--- src/rtl/cpu_types_pkg.sv ---
// Shared CPU types for the load/store path: word type, LSU states, funct3 codes
// and the latched request record.
package cpu_types_pkg;

  typedef logic [31:0] word_t;

  typedef enum logic [1:0] {IDLE, BUSY, DONE, FAULT} mem_state_t;

  localparam logic [2:0] F3_B  = 3'b000;
  localparam logic [2:0] F3_H  = 3'b001;
  localparam logic [2:0] F3_W  = 3'b010;
  localparam logic [2:0] F3_BU = 3'b100;
  localparam logic [2:0] F3_HU = 3'b101;

  typedef struct packed {
    logic       wr;
    logic [2:0] f3;
    logic [1:0] lane;
  } mem_req_t;

  function automatic logic f3_legal(input logic [2:0] f3);
    return (f3 == F3_B) || (f3 == F3_H) || (f3 == F3_W) ||
           (f3 == F3_BU) || (f3 == F3_HU);
  endfunction

  function automatic logic f3_misaligned(input logic [2:0] f3, input logic [1:0] lane);
    logic m;
    m = 1'b0;
    if (f3 == F3_H || f3 == F3_HU) m = lane[0];
    else if (f3 == F3_W)           m = (lane != 2'b00);
    return m;
  endfunction

endpackage

--- src/rtl/mem_lane_align.sv ---
// Byte-lane steering: places store data and byte enables on the bus lanes,
// and pulls a byte/half/word out of read data with sign or zero extension.
module mem_lane_align
  import cpu_types_pkg::*;
(
  input  logic [1:0] st_lane_i,
  input  logic [2:0] st_f3_i,
  input  word_t      st_data_i,
  output logic [3:0] be_o,
  output word_t      wdata_o,
  input  logic [1:0] ld_lane_i,
  input  logic [2:0] ld_f3_i,
  input  word_t      ld_rdata_i,
  output word_t      ld_data_o
);

  logic [7:0]  ld_byte;
  logic [15:0] ld_half;

  always_comb begin
    be_o    = 4'b1111;
    wdata_o = st_data_i;
    unique case (st_f3_i)
      F3_B, F3_BU: begin
        be_o    = 4'b0001 << st_lane_i;
        wdata_o = {4{st_data_i[7:0]}};
      end
      F3_H, F3_HU: begin
        be_o    = 4'b0011 << st_lane_i;
        wdata_o = {2{st_data_i[15:0]}};
      end
      default: ;
    endcase
  end

  always_comb begin
    unique case (ld_lane_i)
      2'd0:    ld_byte = ld_rdata_i[7:0];
      2'd1:    ld_byte = ld_rdata_i[15:8];
      2'd2:    ld_byte = ld_rdata_i[23:16];
      default: ld_byte = ld_rdata_i[31:24];
    endcase
  end

  // Halfwords are aligned, so only lane[1] picks the half.
  assign ld_half = ld_lane_i[1] ? ld_rdata_i[31:16] : ld_rdata_i[15:0];

  always_comb begin
    unique case (ld_f3_i)
      F3_B:    ld_data_o = {{24{ld_byte[7]}}, ld_byte};
      F3_H:    ld_data_o = {{16{ld_half[15]}}, ld_half};
      F3_BU:   ld_data_o = {24'd0, ld_byte};
      F3_HU:   ld_data_o = {16'd0, ld_half};
      default: ld_data_o = ld_rdata_i;
    endcase
  end

endmodule

--- src/rtl/mem_access_unit.sv ---
// Load/store unit: one word-aligned request/ack bus transaction per memory op,
// stalling the core until it completes, faults or times out.
module mem_access_unit
  import cpu_types_pkg::*;
#(
  parameter int ADDR_W  = 32,
  parameter int DATA_W  = 32,
  parameter int TIMEOUT = 255
) (
  input  logic              clk,
  input  logic              nRst,
  input  logic [ADDR_W-1:0] alu_result,
  input  logic [DATA_W-1:0] store_data,
  input  logic [2:0]        funct3,
  input  logic              mem_read,
  input  logic              mem_write,
  input  logic [DATA_W-1:0] bus_rdata,
  input  logic              bus_ack,
  output logic [ADDR_W-1:0] bus_addr,
  output logic [DATA_W-1:0] bus_wdata,
  output logic [3:0]        bus_be,
  output logic              bus_ren,
  output logic              bus_wen,
  output logic [DATA_W-1:0] load_data,
  output logic              stall,
  output logic              done,
  output logic              misaligned,
  output logic              access_fault
);

  localparam int               CNT_W    = (TIMEOUT > 1) ? $clog2(TIMEOUT + 1) : 1;
  localparam logic [CNT_W-1:0] CNT_LAST = (TIMEOUT > 0) ? CNT_W'(TIMEOUT - 1) : '0;
  localparam logic             TO_EN    = (TIMEOUT > 0);

  mem_state_t        state_q, state_d;
  mem_req_t          req_q;
  logic [ADDR_W-1:0] addr_q;
  logic [DATA_W-1:0] wdata_q, load_q;
  logic [3:0]        be_q;
  logic              ren_q, ren_d, wen_q, wen_d;
  logic [CNT_W-1:0]  cnt_q, cnt_d;

  logic  req_v, in_idle, bad_req, mis, go;
  logic  [3:0] st_be;
  word_t st_wdata, ld_ext;

  mem_lane_align u_align (
    .st_lane_i  (alu_result[1:0]),
    .st_f3_i    (funct3),
    .st_data_i  (store_data),
    .be_o       (st_be),
    .wdata_o    (st_wdata),
    .ld_lane_i  (req_q.lane),
    .ld_f3_i    (req_q.f3),
    .ld_rdata_i (bus_rdata),
    .ld_data_o  (ld_ext)
  );

  // Request classification is only live in IDLE and is masked while in reset.
  assign req_v   = mem_read | mem_write;
  assign in_idle = nRst && (state_q == IDLE);
  assign bad_req = (mem_read & mem_write) | ~f3_legal(funct3);
  assign mis     = f3_misaligned(funct3, alu_result[1:0]);
  assign go      = in_idle & req_v & ~bad_req & ~mis;

  assign stall        = go | (state_q == BUSY);
  assign done         = (state_q == DONE);
  assign misaligned   = in_idle & req_v & ~bad_req & mis;
  assign access_fault = (in_idle & req_v & bad_req) | (state_q == FAULT);

  assign bus_addr  = addr_q;
  assign bus_wdata = wdata_q;
  assign bus_be    = be_q;
  assign bus_ren   = ren_q;
  assign bus_wen   = wen_q;
  assign load_data = load_q;

  always_comb begin
    state_d = state_q;
    ren_d   = 1'b0;
    wen_d   = 1'b0;
    cnt_d   = cnt_q;
    unique case (state_q)
      IDLE: if (go) begin
        state_d = BUSY;
        ren_d   = mem_read;
        wen_d   = mem_write;
        cnt_d   = '0;
      end
      BUSY: begin
        ren_d = ren_q;
        wen_d = wen_q;
        if (!(&cnt_q)) cnt_d = cnt_q + 1'b1;
        if (bus_ack) begin
          state_d = DONE;
          ren_d   = 1'b0;
          wen_d   = 1'b0;
        end else if (TO_EN && (cnt_q == CNT_LAST)) begin
          state_d = FAULT;
          ren_d   = 1'b0;
          wen_d   = 1'b0;
        end
      end
      DONE, FAULT: state_d = IDLE;
      default:     state_d = IDLE;
    endcase
  end

  always_ff @(posedge clk or negedge nRst) begin
    if (!nRst) begin
      state_q <= IDLE;
      req_q   <= '0;
      addr_q  <= '0;
      wdata_q <= '0;
      be_q    <= '0;
      ren_q   <= 1'b0;
      wen_q   <= 1'b0;
      cnt_q   <= '0;
      load_q  <= '0;
    end else begin
      state_q <= state_d;
      ren_q   <= ren_d;
      wen_q   <= wen_d;
      cnt_q   <= cnt_d;
      if (go) begin
        req_q   <= '{wr: mem_write, f3: funct3, lane: alu_result[1:0]};
        addr_q  <= {alu_result[ADDR_W-1:2], 2'b00};
        wdata_q <= st_wdata;
        be_q    <= st_be;
      end
      // Stores leave the previous load result untouched.
      if ((state_q == BUSY) && bus_ack && !req_q.wr) load_q <= ld_ext;
    end
  end

endmodule
--- config.mk ---
export PLATFORM = sky130hd
export DESIGN_NAME = mem_access_unit
export DESIGN_NICKNAME = d
export VERILOG_FILES = /design/src/rtl/cpu_types_pkg.sv /design/src/rtl/mem_lane_align.sv /design/src/rtl/mem_access_unit.sv
export SDC_FILE = /design/constraint.sdc
export NUM_CORES = 1
export LEC_CHECK = 0
export CORE_MARGIN = 5
export CORE_UTILIZATION = 25
export CTS_BUF_LIST = sky130_fd_sc_hd__clkbuf_16
export DETAILED_ROUTE_END_ITERATION = 10
export GPL_ROUTABILITY_DRIVEN = 0
export PLACE_DENSITY = 0.5
export SLEW_MARGIN = 20
export SYNTH_ARGS = -nofsm -noshare
export SYNTH_HDL_FRONTEND = slang
export SYNTH_SLANG_ARGS = --single-unit
--- constraint.sdc ---
create_clock -name clk -period 2 [get_ports clk]
set_input_delay 0.2 -clock clk [delete_from_list [all_inputs] [get_ports clk]]
set_output_delay 0.2 -clock clk [all_outputs]
set_load 0.02 [all_outputs]
# After elaboration in Yosys (flattened, before gate mapping)
# Cells that the tools add are included.
[op_classes] n_shift=2 n_mux=20 reduce_logical=21 n_eq_ne=16 addsub=1 bitwise_logic=13
[op_table] operator="32-bit case mux with 4 select lines" count=1
[op_table] operator="32-bit case mux with 2 select lines" count=1
[op_table] operator="8-bit case mux with 3 select lines" count=1
[op_table] operator="16-bit two-way mux" count=1
[op_table] operator="8-bit two-way mux" count=2
[op_table] operator="8-bit case mux with 2 select lines" count=1
[op_table] operator="3-bit equality test (second input constant)" count=4
[op_table] operator="8-bit by 1-bit adder with 8-bit output (second input constant)" count=1
[op_table] operator="8-bit equality test (second input constant)" count=1
[op_table] operator="4-bit case mux with 2 select lines" count=1
[op_table] operator="8-bit AND reduction" count=1
[op_table] operator="1-bit AND" count=6
[op_table] operator="2-bit equality test (second input constant)" count=3
[op_table] operator="3-bit by 1-bit equality test with 1-bit output (second input constant)" count=2
[op_table] operator="3-bit zero test" count=2
[op_table] operator="1-bit two-way mux" count=6
[op_table] operator="2-bit two-way mux" count=3
[op_table] operator="2-bit case mux with 3 select lines" count=1
[op_table] operator="2-bit OR reduction" count=3
[op_table] operator="1-bit logical OR" count=5
[op_table] operator="2-bit by 1-bit equality test with 1-bit output (second input constant)" count=2
[op_table] operator="2-bit zero test" count=2
[op_table] operator="2-bit inequality test (second input constant)" count=2
[op_table] operator="1-bit OR" count=4
[op_table] operator="11 further kinds" count=17
[totals] input_bits=104 elab_cells=84 register_bits=116

# Depth between registers and ports, before layout
[depth] ltp_word=12 mapped_depth=8 depth_no_buf=5

# Hierarchy
# From an unflattened synthesis, not the netlist that was laid out.
[unflattened] hier_cells=442 hier_area_um2=6155.9
[by_module_without_submodules] mod="mem_access_unit" cells_each=299 n_inst=1 area_each_um2=4875.9 seq_area_each_um2=2902.8
[by_module_without_submodules] mod="mem_lane_align" cells_each=143 n_inst=1 area_each_um2=1280.0 seq_area_each_um2=0.0

# Worst setup path after synthesis
# No wires, ideal clock.
[synth_path] kind="register -> output" startpoint="reg state_q[0]" endpoint="out access_fault" arrival_time_ns=1.796 stages_incl_launch_ff=6 slack_ns=0.004 path_buffers=2 t_required_ns=1.800 cell_sequence="dfrtp_1 buf_2 nor4b_4 clkbuf_1 inv_1 o21ai_0"
[synth_between] elab_chain_cells=5
[synth_rtl] element="start: declaration" line="mem_access_unit.sv:35" rtl="mem_state_t state_q, state_d;"
[synth_rtl] element="start signal: assignment" line="mem_access_unit.sv:121" rtl="state_q <= state_d;"
[synth_rtl] element="2-bit zero test" line="mem_access_unit.sv:61" rtl="assign in_idle = nRst && (state_q == IDLE);"
[synth_rtl] element="1-bit logical AND" line="mem_access_unit.sv:61"
[synth_rtl] element="1-bit AND (2 in a row)" line="mem_access_unit.sv:69" rtl="assign access_fault = (in_idle & req_v & bad_req) | (state_q == FAULT);"
[synth_rtl] element="1-bit OR (*)" line="mem_access_unit.sv:69"
[synth_rtl] element="end: declaration" line="mem_access_unit.sv:28" rtl="output logic access_fault"
# Every way passes the cells marked *; elsewhere a longest branch is shown, timed or not.

# Final worst setup path
[layout_path] startpoint="reg state_q[1]" endpoint="out misaligned"
[layout_between] elab_chain_cells=5
[layout_rtl] element="2-bit zero test" line="mem_access_unit.sv:61"
[layout_rtl] element="1-bit logical AND" line="mem_access_unit.sv:61"
[layout_rtl] element="1-bit AND (3 in a row)" line="mem_access_unit.sv:68" rtl="assign misaligned = in_idle & req_v & ~bad_req & mis;"
[layout_rtl] element="end: declaration" line="mem_access_unit.sv:27" rtl="output logic misaligned,"
# No other way between the ends.

==> reports/summary.txt <==
Final setup viols -> 0
Seq pwr share -> 0.323
drc violations -> 0
drt initial violations -> 146
number of vias per cell -> 4.72
min-delay src -> alu_result[2]
EDFF count, synth -> 0
WP data arrival -> 1.71 ns
# diodes -> 0
pre-CTS setup slack -> -0.264 ns
Mapped Area -> 5600 um^2
final hold vios -> 0
Hold WS -> 0.382 ns
worst-path maximum fanout -> 2
measured slew at the worst slew-check pin -> 0.644 ns
vias -> 4875
first-pass GRT wire length -> 30700 um
Reg-to-Reg Start -> state_q[1]$_DFFE_PN0P_
initial antenna violation count -> 1
Congestion Overflow GR -> 0
Post-Syn Instances -> 510
Clock Latency Late Sink -> 0.41 ns
GR Util All Layers -> 0.151
Layout area overhead -> 56.9%
FP Rows -> 54
share of layout cells above drive strength 1 -> 0.194
leak pwr -> 3.76 nW
Post-synth ARST share -> 1.00
crit share post-route -> 0.955
WL/cell -> 18.5 um
CTS tree -> done
Synth top cells by count -> dfrtp_1, mux2_2, nand2_1
Pre-Repair DR Iteration Count -> 4
ys flop type -> dfrtp_1
Initial Utilization -> 0.255
Critical Path Source -> state_q[1]$_DFFE_PN0P_
clock buffer depth -> 2
Int Power -> 0.00770 W
slew margin rel. -> 0.571
CTS clock-pin slew for the worst setup and hold paths -> 0.06 ns
combinational power share -> 0.424
total CTS buffers -> 17
post-layout min period -> 1.91 ns
Peak Freq -> 523 MHz
top cells by area, synth -> dfrtp_1, mux2_2, mux2i_1, a21oi_1, nand2_1
chip width -> 160 um
Power per Cell Area -> 1350 nW/um^2
H-tree depth -> 4
die span in y -> 160 um
Post-DRT Antenna Nets -> 0
unrepaired setup endpoints after global routing -> yes
die area -> 25500 um^2
Detail Placement HPWL -> 13900 um
Required @ worst endpoint -> 1.80 ns
Clock Skew -> 0.00779 ns
placed insts -> 998
I/O pin cnt -> 210
synth warn -> 0
largest net degree at the start of global routing -> 117
VDD IR-drop max -> 0.583 mV
final worst slack -> 0.0894 ns
Startpoint Class -> register
Crit Path Category -> reg2out
I/O Buffers -> 207
Root Driver -> clkbuf_16
vias in the first global route -> 5331
Tightest Hold Check Type -> in2reg
CP Capture Type -> primary output
Net Sw Power -> 0.00416 W
max-slew violation count -> 0
clock net sink count -> 116
post-synth top area share -> 0.518
Clock power frac -> 0.253
final layout net count -> 846
synthesized area per cell -> 11.0 um^2
Total Wirelength -> 19100 um
outcome -> completed
Yosys top cell by area -> dfrtp_1
sequential area share after synthesis -> 0.518
Cell Count, Final, Fillers Out -> 1032
total power -> 0.0119 W
floorplan core area -> 22000 um^2
most common cell in the netlist -> dfrtp_1
Seq cells post-synth -> 116
max-cap viol count -> 0
distinct cell type count after synthesis -> 49
Sw Ratio -> 0.351
-- timing repair --
action                                  CTS  global route
hold endpoints to repair                116             0
gates resized for setup                  12             8
endpoints found under the setup margin    3             9
pin swaps                                 2             2
hold buffers                              1             0
setup buffers                             2             0
-- power by group through the flow --
stage                     sequential [W]  combinational, W  clock, W
after floorplan                  0.00477           0.00149         0
after global placement           0.00384           0.00499         0
after detailed placement         0.00386           0.00505         0
after CTS                        0.00384           0.00509   0.00308
after global routing             0.00395           0.00538   0.00317
final                            0.00383           0.00503   0.00300
-- cell families (layout without fill, tap and decap cells) --
logic type,after synthesis,count (layout),share of synthesized area
multiplexers,100,100,0.194
XOR/XNOR,1,1,0.00156
other,1,2,0.000669
buffers and inverters,52,293,0.0476
flip-flops,116,116,0.518
adder cells (fa/ha/maj),2,2,0.00447
AND/OR/NAND/NOR,132,132,0.119
AO/OA/AOI/OAI,106,106,0.115
-- state kept, by name, summed over array words and instances, names as in the netlist --
signal / count
bus_addr: 30
state_q: 2
load_data: 32
cnt_q: 8
bus_be: 4
bus_ren: 1
bus_wen: 1
bus_wdata: 32
req_q: 6
-- metrics by stage --
stage | setup TNS, ns | area, um^2 | util
2_1_floorplan | 0 | 5610 | -
3_3_place_gp | -8.43 | 8160 | 0.371
6_report | 0 | 8790 | 0.400
5_1_grt | -0.0101 | 8790 | 0.400
4_1_cts | 0 | 8770 | 0.399
3_5_place_dp | -11.69 | 8160 | 0.371
-- routing by layer --
layer,up-vias,GRT usage,part of all wire
met5,-,0,0.00068
li1,2290,-,-
met1,2372,0.187,0.44
met3,19,0.0562,0.081
met2,192,0.244,0.47
met4,2,0.0497,0.014
-- final cells by class --
class	instances	area [um^2]
Tap cell	280	350
Clock buffer	17	425
Sequential cell	116	2900
Timing Repair Buffer	249	2450
Fill cell	2115	13200
Multi-Input combinational cell	343	2470
Inverter	13	48.8
Clock inverter	14	146
-- critical path, cell delays in order, from the launching register on --
cell     delay, ns
dfrtp_1       0.42
nor4b_4       0.31
buf_4         0.17
buf_12        0.10
nand2_2       0.05
nor2_2        0.12
buf_6         0.13
-- worst paths after layout --
check                                            end  slack (ns)  cells past startpoint
min reg2reg                 load_data[3]$_DFFE_PN0P_        0.48                      2
min                          bus_addr[2]$_DFFE_PN0P_        0.38                      2
max reg2reg                 bus_addr[25]$_DFFE_PN0P_        0.13                      5
max in group asynchronous  bus_wdata[27]$_DFFE_PN0P_        1.06                      3
min in group asynchronous  load_data[19]$_DFFE_PN0P_        0.47                      3
max                                       misaligned        0.09                      6
-- cells in the final DEF, fill, tap and decap left out, drive strengths merged, types with 2 or more instances in the layout --
cell,synthesis,routed
a31oi,20,20
nand2b,10,10
bufinv,0,3
nor2b,10,10
a21oi,38,38
dfrtp,116,116
and3,4,4
nand2,46,46
clkdlybuf4s50,0,202
buf,19,44
nor3,4,4
clkinv,0,6
o21ai,28,28
mux2i,30,30
ha,2,2
a211oi,7,7
conb,1,2
clkbuf,20,18
a2bb2oi,2,2
inv,13,15
clkinvlp,0,3
nand3,35,35
a311oi,2,2
nor2,14,14
mux2,70,70
No activity file was read; power rests on OpenSTA's default activity.
